**src/rtl/sad_row_gen.sv**
```systemverilog
// sad_row_gen: 4x4 block SAD producer for 16 horizontal candidates.
// Streams one result row per vertical offset to the min-SAD comparator.
module sad_row_gen #(
  parameter int PIX_W  = 8,
  parameter int BLK    = 4,
  parameter int N_CAND = 16,
  parameter int SUM_W  = 12,
  parameter int REF_N  = N_CAND + BLK - 1
) (
  input  logic                      clk,
  input  logic                      rst_n,
  input  logic                      start,
  input  logic                      cur_valid,
  input  logic [PIX_W-1:0]          cur_pix,
  output logic                      cur_ready,
  input  logic                      ref_valid,
  input  logic [REF_N*PIX_W-1:0]    ref_row,
  output logic                      ref_ready,
  output logic [N_CAND*SUM_W-1:0]   sum_flat,
  output logic [3:0]                ctrl_wd,
  output logic                      sum_valid,
  input  logic                      sum_ready,
  output logic                      busy,
  output logic                      done
);

  localparam int BW   = $clog2(BLK);
  localparam int PW   = 2 * BW;
  localparam int RW   = $clog2(N_CAND);
  localparam int RS_W = PIX_W + 2;

  localparam logic [PW-1:0] PIX_LAST  = PW'(BLK * BLK - 1);
  localparam logic [BW-1:0] BEAT_LAST = BW'(BLK - 1);
  localparam logic [RW-1:0] ROW_LAST  = RW'(N_CAND - 1);

  typedef enum logic [1:0] {
    S_IDLE,
    S_LOAD,
    S_ACCUM,
    S_PRESENT
  } state_t;

  state_t state_q, state_d;

  logic [PW-1:0]    pix_q, pix_d;
  logic [BW-1:0]    beat_q, beat_d;
  logic [RW-1:0]    row_q, row_d;
  logic [PIX_W-1:0] cur_q [BLK][BLK];
  logic [PIX_W-1:0] cur_d [BLK][BLK];
  logic [SUM_W-1:0] acc_q [N_CAND];
  logic [SUM_W-1:0] acc_d [N_CAND];
  logic [RS_W-1:0]  rsum  [N_CAND];

  logic [N_CAND*SUM_W-1:0] sum_q, sum_d;
  logic [3:0]              ctrl_q, ctrl_d;
  logic                    done_q, done_d;
  logic                    cur_rdy_q, ref_rdy_q;

  function automatic logic [PIX_W-1:0] absd(
    input logic [PIX_W-1:0] a,
    input logic [PIX_W-1:0] b
  );
    return (a > b) ? (a - b) : (b - a);
  endfunction

  // Per-PE SAD of the current block row selected by the beat index.
  always_comb begin
    for (int i = 0; i < N_CAND; i++) begin
      rsum[i] = '0;
      for (int c = 0; c < BLK; c++) begin
        rsum[i] = rsum[i] + RS_W'(absd(cur_q[beat_q][c],
                                       ref_row[(i+c)*PIX_W +: PIX_W]));
      end
      acc_d[i] = ((beat_q == '0) ? '0 : acc_q[i]) + SUM_W'(rsum[i]);
    end
  end

  // Next-state and datapath update.
  always_comb begin
    state_d = state_q;
    pix_d   = pix_q;
    beat_d  = beat_q;
    row_d   = row_q;
    cur_d   = cur_q;
    sum_d   = sum_q;
    ctrl_d  = ctrl_q;
    done_d  = 1'b0;
    unique case (state_q)
      S_IDLE: begin
        if (start) begin
          state_d = S_LOAD;
          pix_d   = '0;
          row_d   = '0;
        end
      end
      S_LOAD: begin
        if (cur_valid) begin
          cur_d[pix_q[PW-1:BW]][pix_q[BW-1:0]] = cur_pix;
          pix_d = pix_q + PW'(1);
          if (pix_q == PIX_LAST) begin
            state_d = S_ACCUM;
            beat_d  = '0;
          end
        end
      end
      S_ACCUM: begin
        if (ref_valid) begin
          beat_d = beat_q + BW'(1);
          if (beat_q == BEAT_LAST) begin
            state_d = S_PRESENT;
            ctrl_d  = 4'(row_q);
            for (int i = 0; i < N_CAND; i++) begin
              sum_d[i*SUM_W +: SUM_W] = acc_d[i];
            end
          end
        end
      end
      S_PRESENT: begin
        if (sum_ready) begin
          if (row_q == ROW_LAST) begin
            state_d = S_IDLE;
            done_d  = 1'b1;
          end else begin
            state_d = S_ACCUM;
            row_d   = row_q + RW'(1);
            beat_d  = '0;
          end
        end
      end
    endcase
  end

  // State, datapath and registered handshake outputs.
  always_ff @(posedge clk or negedge rst_n) begin
    if (!rst_n) begin
      state_q   <= S_IDLE;
      pix_q     <= '0;
      beat_q    <= '0;
      row_q     <= '0;
      sum_q     <= '0;
      ctrl_q    <= '0;
      done_q    <= 1'b0;
      cur_rdy_q <= 1'b0;
      ref_rdy_q <= 1'b0;
      for (int r = 0; r < BLK; r++) begin
        for (int c = 0; c < BLK; c++) begin
          cur_q[r][c] <= '0;
        end
      end
      for (int i = 0; i < N_CAND; i++) begin
        acc_q[i] <= '0;
      end
    end else begin
      state_q   <= state_d;
      pix_q     <= pix_d;
      beat_q    <= beat_d;
      row_q     <= row_d;
      sum_q     <= sum_d;
      ctrl_q    <= ctrl_d;
      done_q    <= done_d;
      cur_rdy_q <= (state_d == S_LOAD);
      ref_rdy_q <= (state_d == S_ACCUM);
      cur_q     <= cur_d;
      if (state_q == S_ACCUM && ref_valid) begin
        acc_q <= acc_d;
      end
    end
  end

  assign cur_ready = cur_rdy_q;
  assign ref_ready = ref_rdy_q;
  assign sum_flat  = sum_q;
  assign ctrl_wd   = ctrl_q;
  assign sum_valid = (state_q == S_PRESENT);
  assign busy      = (state_q != S_IDLE);
  assign done      = done_q;

endmodule
```
**config.mk**
```make
export PLATFORM = sky130hd
export DESIGN_NAME = sad_row_gen
export DESIGN_NICKNAME = d
export VERILOG_FILES = /design/src/rtl/sad_row_gen.sv
export SDC_FILE = /design/constraint.sdc
export NUM_CORES = 2
export LEC_CHECK = 0
export ABC_AREA = 1
export BUFFER_PORTS_ARGS = -buffer_cell sky130_fd_sc_hd__buf_2
export CAP_MARGIN = 40
export CORE_UTILIZATION = 30
export DETAILED_ROUTE_END_ITERATION = 8
export PLACE_DENSITY = 0.54
export SLEW_MARGIN = 40
export SYNTH_ARGS = -nofsm -noshare
export SYNTH_HDL_FRONTEND = slang
export SYNTH_SLANG_ARGS = --single-unit
```
**constraint.sdc**
```tcl
create_clock -name clk -period 10.25 [get_ports clk]
set_input_delay 0.5125 -clock clk [delete_from_list [all_inputs] [get_ports clk]]
set_output_delay 0.5125 -clock clk [all_outputs]
set_load 0.01 [all_outputs]
```
* Yosys cells after proc, flatten, opt, wreduce, memory -nomap -nowiden *
Cells that the tools add are included.

storage, ports and cells
  register bits after elaboration = 531
  input bits = 166
  output and inout port bits = 201
  logic and storage cells = 447

cells by class
  add/sub/neg operators = 195
  $lt $le $gt $ge = 69
  eq/ne operators = 14
  muxes and demuxes = 111
  bitwise gates (word level) = 3
  reduce and logical (&&, ||, !) cells = 14

operator list
  cell                 number
  $sub 8x8->8          128
  $mux 8               65
  $gt 8x8->1           64
  $add 12x10->12       16
  $mux 12              16
  $add 10x8->10        16
  $add 9x8->10         16
  $add 8x8->9          16
  $bwmux 128           1
  $mux 32              3
  $bmux 32 s2          1
  $demux 32 s2         1
  $mux 2               12
  $demux 8 s2          1
  $mux 4               4
  $pmux 4 s2           2
  $ne 2x2->1 const B   5
  $ge 3x3->1 const B   3
  $not 2->3            3
  $add 4x1->4 const B  2
  $eq 2x2->1 const B   4
  $eq 4x4->1 const B   2
  $pmux 2 s4           1
  $lt 3x1->1 const B   2
  13 further kinds     22

* Depth between registers and ports, before layout *
  word-level depth = 10
  gate-level depth with buffers = 33
  mapped depth without buffers = 31

* Worst setup path after synthesis *
OpenSTA, ideal clock, no wires.

  kind = register -> register
  start point = register beat_q[0]
  end point = register acc_q[117] (netlist name)
  library setup time = 0.118 ns
  arrival time = 8.092 ns
  data required time = 10.132 ns
  slack = 2.040 ns
  stages on the path, launching flop included = 27
  path buffers = 2
  period minus slack after synthesis = 8.210 ns
  cells stage by stage = dfrtp_1 clkbuf_1 clkbuf_1 nand2_1 a32oi_1 inv_1 fa_1 nand3_1 nand2_1 nand2_1 nand2_1 nand2_1 nand2_1 nand2_1 nand2_1 fa_1 inv_1 fa_1 fa_1 inv_1 ha_1 a21oi_1 nor2_1 nor2_1 nand3b_1 nand3_1 nand2_1

between the ends
  cells in the longest elaborated chain, start to end = 10
  elaborated cells on any way between the ends = 26
  classes of those cells = 12 x add/sub; 4 x order compare; 8 x mux; 1 x bitwise; 1 x reduce/logical

ends and longest elaborated chain
  element                                           RTL line  RTL
  start: declaration                                46        logic [BW-1:0] beat_q, beat_d;
  start signal: assignment                          156       beat_q <= beat_d;
  $not 2->3 (not written as such)                   71        rsum[i] = rsum[i] + RS_W'(absd(cur_q[beat_q][c],
  $bmux 32 s2                                       71
  $mux 32 (not written as such) (2 in series)       71
  $sub 8x8->8 / $gt 8x8->1 (equally long branches)  63        return (a > b) ? (a - b) : (b - a);
  $mux 8                                            63
  $add 8x8->9                                       71
  $add 9x8->10                                      71
  $add 10x8->10                                     71
  $add 12x10->12 *                                  74        acc_d[i] = ((beat_q == '0) ? '0 : acc_q[i]) + SUM_W'(rsum[i]);
  end signal: indexed assignment                    151       acc_q[i] <= '0;
  end signal: assignment                            165       acc_q <= acc_d;
  end: declaration                                  50        logic [SUM_W-1:0] acc_q [N_CAND];

Mark *: on every way between the ends. The rest lies on a longest branch, timed or not. The select of a mux whose other input is x is not followed.
A chain may end at the register's enable or synchronous reset.

* Worst setup path after layout *
  start point = register beat_q[0]
  end point = register acc_q[17] (netlist name)

Same word-level chain as after synthesis.

==> reports/results.ini <==
[timing]
fin_setup_tns_ps = 0
drv_slew = 0
skew_ps = 84.71
hold_viol_final = 0
slew_headroom_pct = 36.53
setup_viol = 0
fin_crit_sh_pct = 73.96
clock.fmax_ghz = 0.1319
whs_ps = 161.6
worstMarginPinSlew_ps = 952.0
rsz0062_at_grt = false
finalCriticalPeriod_ps = 7581

[clock_network]
cts.repair.resized = 0
path_clk_slew_ps = 60
ctsHtreeMaxLevel = 3
clockBufferDepth = 4
numCtsBuffers = 79
clock_tree.root_cell = clkbuf_16
ctsHoldBuffers = 3
postCtsSetupRepairBufs = 0
cts_tree = yes
insertion_delay_ps = 820
clock_sinks = 531

[worst_setup_path]
cp-start-kind = flip-flop
reg2reg_from = beat_q[0]
cp.required_ps = 10830
reg2reg_slack_ps = 2670
r2r_cells = 25
path_class = flip-flop to flip-flop
timing.rr.end = acc_q[17]
path_max_fanout = 66
arrival_ps = 8160
worstSetupEndpointType = flip-flop

[yosys]
syn-cell-area_um2 = 88480
async_reset_ff_share_pct = 100.0
ys_ff_latch = 531
ys_types = 46
syn_nets = 15760
syn_inst = 13870
synth-edff-count = 0
ys_seq_area_share_pct = 15.02
yosys_most_used_dff = dfrtp_1
syn_area_per_cell_um2 = 6.380
yosysWarnings = 0

[global_route]
antenna_found_initial = 75
grt_pass1_vias = 83950
grt_max_degree = 134
grt_usage_pct = 24.87
overflow = 0
grt_pass1_wl_mm = 547.4

[routing]
drc = 0
drtPass1Iterations = 6
vias = 88390
dr.first_iter.drc_count = 7320
wl_per_cell_um = 20.74
via_per_inst = 4.867
antenna_left = 0
wirelength_mm = 376.7

[place]
gp_congestion = 0.9578
place_hpwl_mm = 290.3
io_buffers = 366

[die]
start_util_pct = 30.14
core_region_area_um2 = 293600
die_area_um2 = 297100
ios = 367
die_h_um = 545.1
row_count = 199
die_x_um = 545.1

[layout]
drive_above_1_share_pct = 5.241
final_cell_mix = nand2_1, inv_1, ha_1, nand3_1, nor2_1
fillerInstances = 32560
final_common_cell = nand2_1
areaGrowthSynthToFinish_pct = 11.30
fin_nets = 16050
final_util_pct = 33.55

[hold_path]
timing.hold.worst.class = input pin to async pin

[run]
max_cap_viol_count = 0

[status]
outcome = completed

[per-stage QoR]
| step | instance area (µm²) | worst slack, ps | cells |
|---|---|---|---|
| finish | 98480 | 2669 | 18160 |
| global route | 98420 | 2344 | 18140 |
| CTS | 98290 | 2358 | 18130 |
| detailed placement | 95510 | 2462 | 17990 |
| global placement | 95370 | 2611 | 17980 |
| floorplan | 88480 | 2040 | 13870 |
[worst max path at each step]
stage	slack, ps	to	cells past startpoint	startpoint
after floorplan	2040	acc_q[117]	26	beat_q[0]
after global placement	2610	acc_q[17]	25	beat_q[1]
after detailed placement	2460	acc_q[17]	25	beat_q[1]
after CTS	2360	acc_q[17]	25	beat_q[1]
after global routing	2340	acc_q[17]	25	beat_q[0]
final	2670	acc_q[17]	25	beat_q[0]
[registers in the layout, summed over array words and instances, names as in the netlist]
name	cells
done	1
ctrl_wd	4
row_q	4
cur_ready	1
pix_q	4
cur_q	128
acc_q	192
sum_flat	192
ref_ready	1
beat_q	2
state_q	2
[critical path, stage by stage (launching register included)]
cell	delay [ps]
dfrtp_2	360
buf_4	590
nand2_1	210
a32oi_4	260
buf_4	520
inv_2	500
ha_1	350
inv_1	90
fa_1	220
nand2_1	70
nand2_1	110
nand2_1	80
nand2_1	60
o21ai_1	210
o21ai_0	710
fa_1	570
fa_1	560
inv_1	60
fa_1	470
ha_1	260
fa_1	440
nand2_1	90
nand3_1	110
nand2_1	100
xor2_1	180
o21ai_0	110
[layer usage]
metal	part of all wire, %	GRT usage (%)	wire length [µm]
met5	0.081	0	306
met1	43	32.27	162500
met4	5.0	11.11	18900
met3	7.2	4.326	27270
met2	45	40.16	167700
[cells by family after synthesis]
family / share of synthesized area [%]
AND/OR/NAND/NOR: 34.87
XOR/XNOR: 3.821
flip-flops: 15.02
AO/OA/AOI/OAI: 7.052
adder cells (fa/ha/maj): 28.61
buffers and inverters: 10.63
[area by class of cell]
cell class / instances / area [µm²] / area share (%)
Clock inverter: 33 / 520.5 / 0.5285
Timing Repair Buffer: 471 / 2835 / 2.879
Inverter: 2182 / 8229 / 8.356
Antenna cell: 27 / 67.56 / 0.06861
Tap cell: 3919 / 4903 / 4.979
Multi-Input combinational cell: 10900 / 66410 / 67.43
Clock buffer: 103 / 2228 / 2.263
Sequential cell: 531 / 13290 / 13.49
[synth_stat cells (all sizes together), types with 64 or more instances]
library cell	instances	area share, %
nand2	5715	24
inv	2178	9.2
ha	1230	17
nand3	948	5.4
nor2	672	2.9
a21oi	541	3.1
dfrtp	531	15
fa	496	11
o21ai	435	2.5
xor2	318	3.1
nand4	163	1.3
clkbuf	149	0.65
buf	113	0.72
xnor2	68	0.67
nand3b	64	0.54
Power is not shown: default switching activity piles up to over one toggle a cycle in this logic, so the estimate is an artifact.
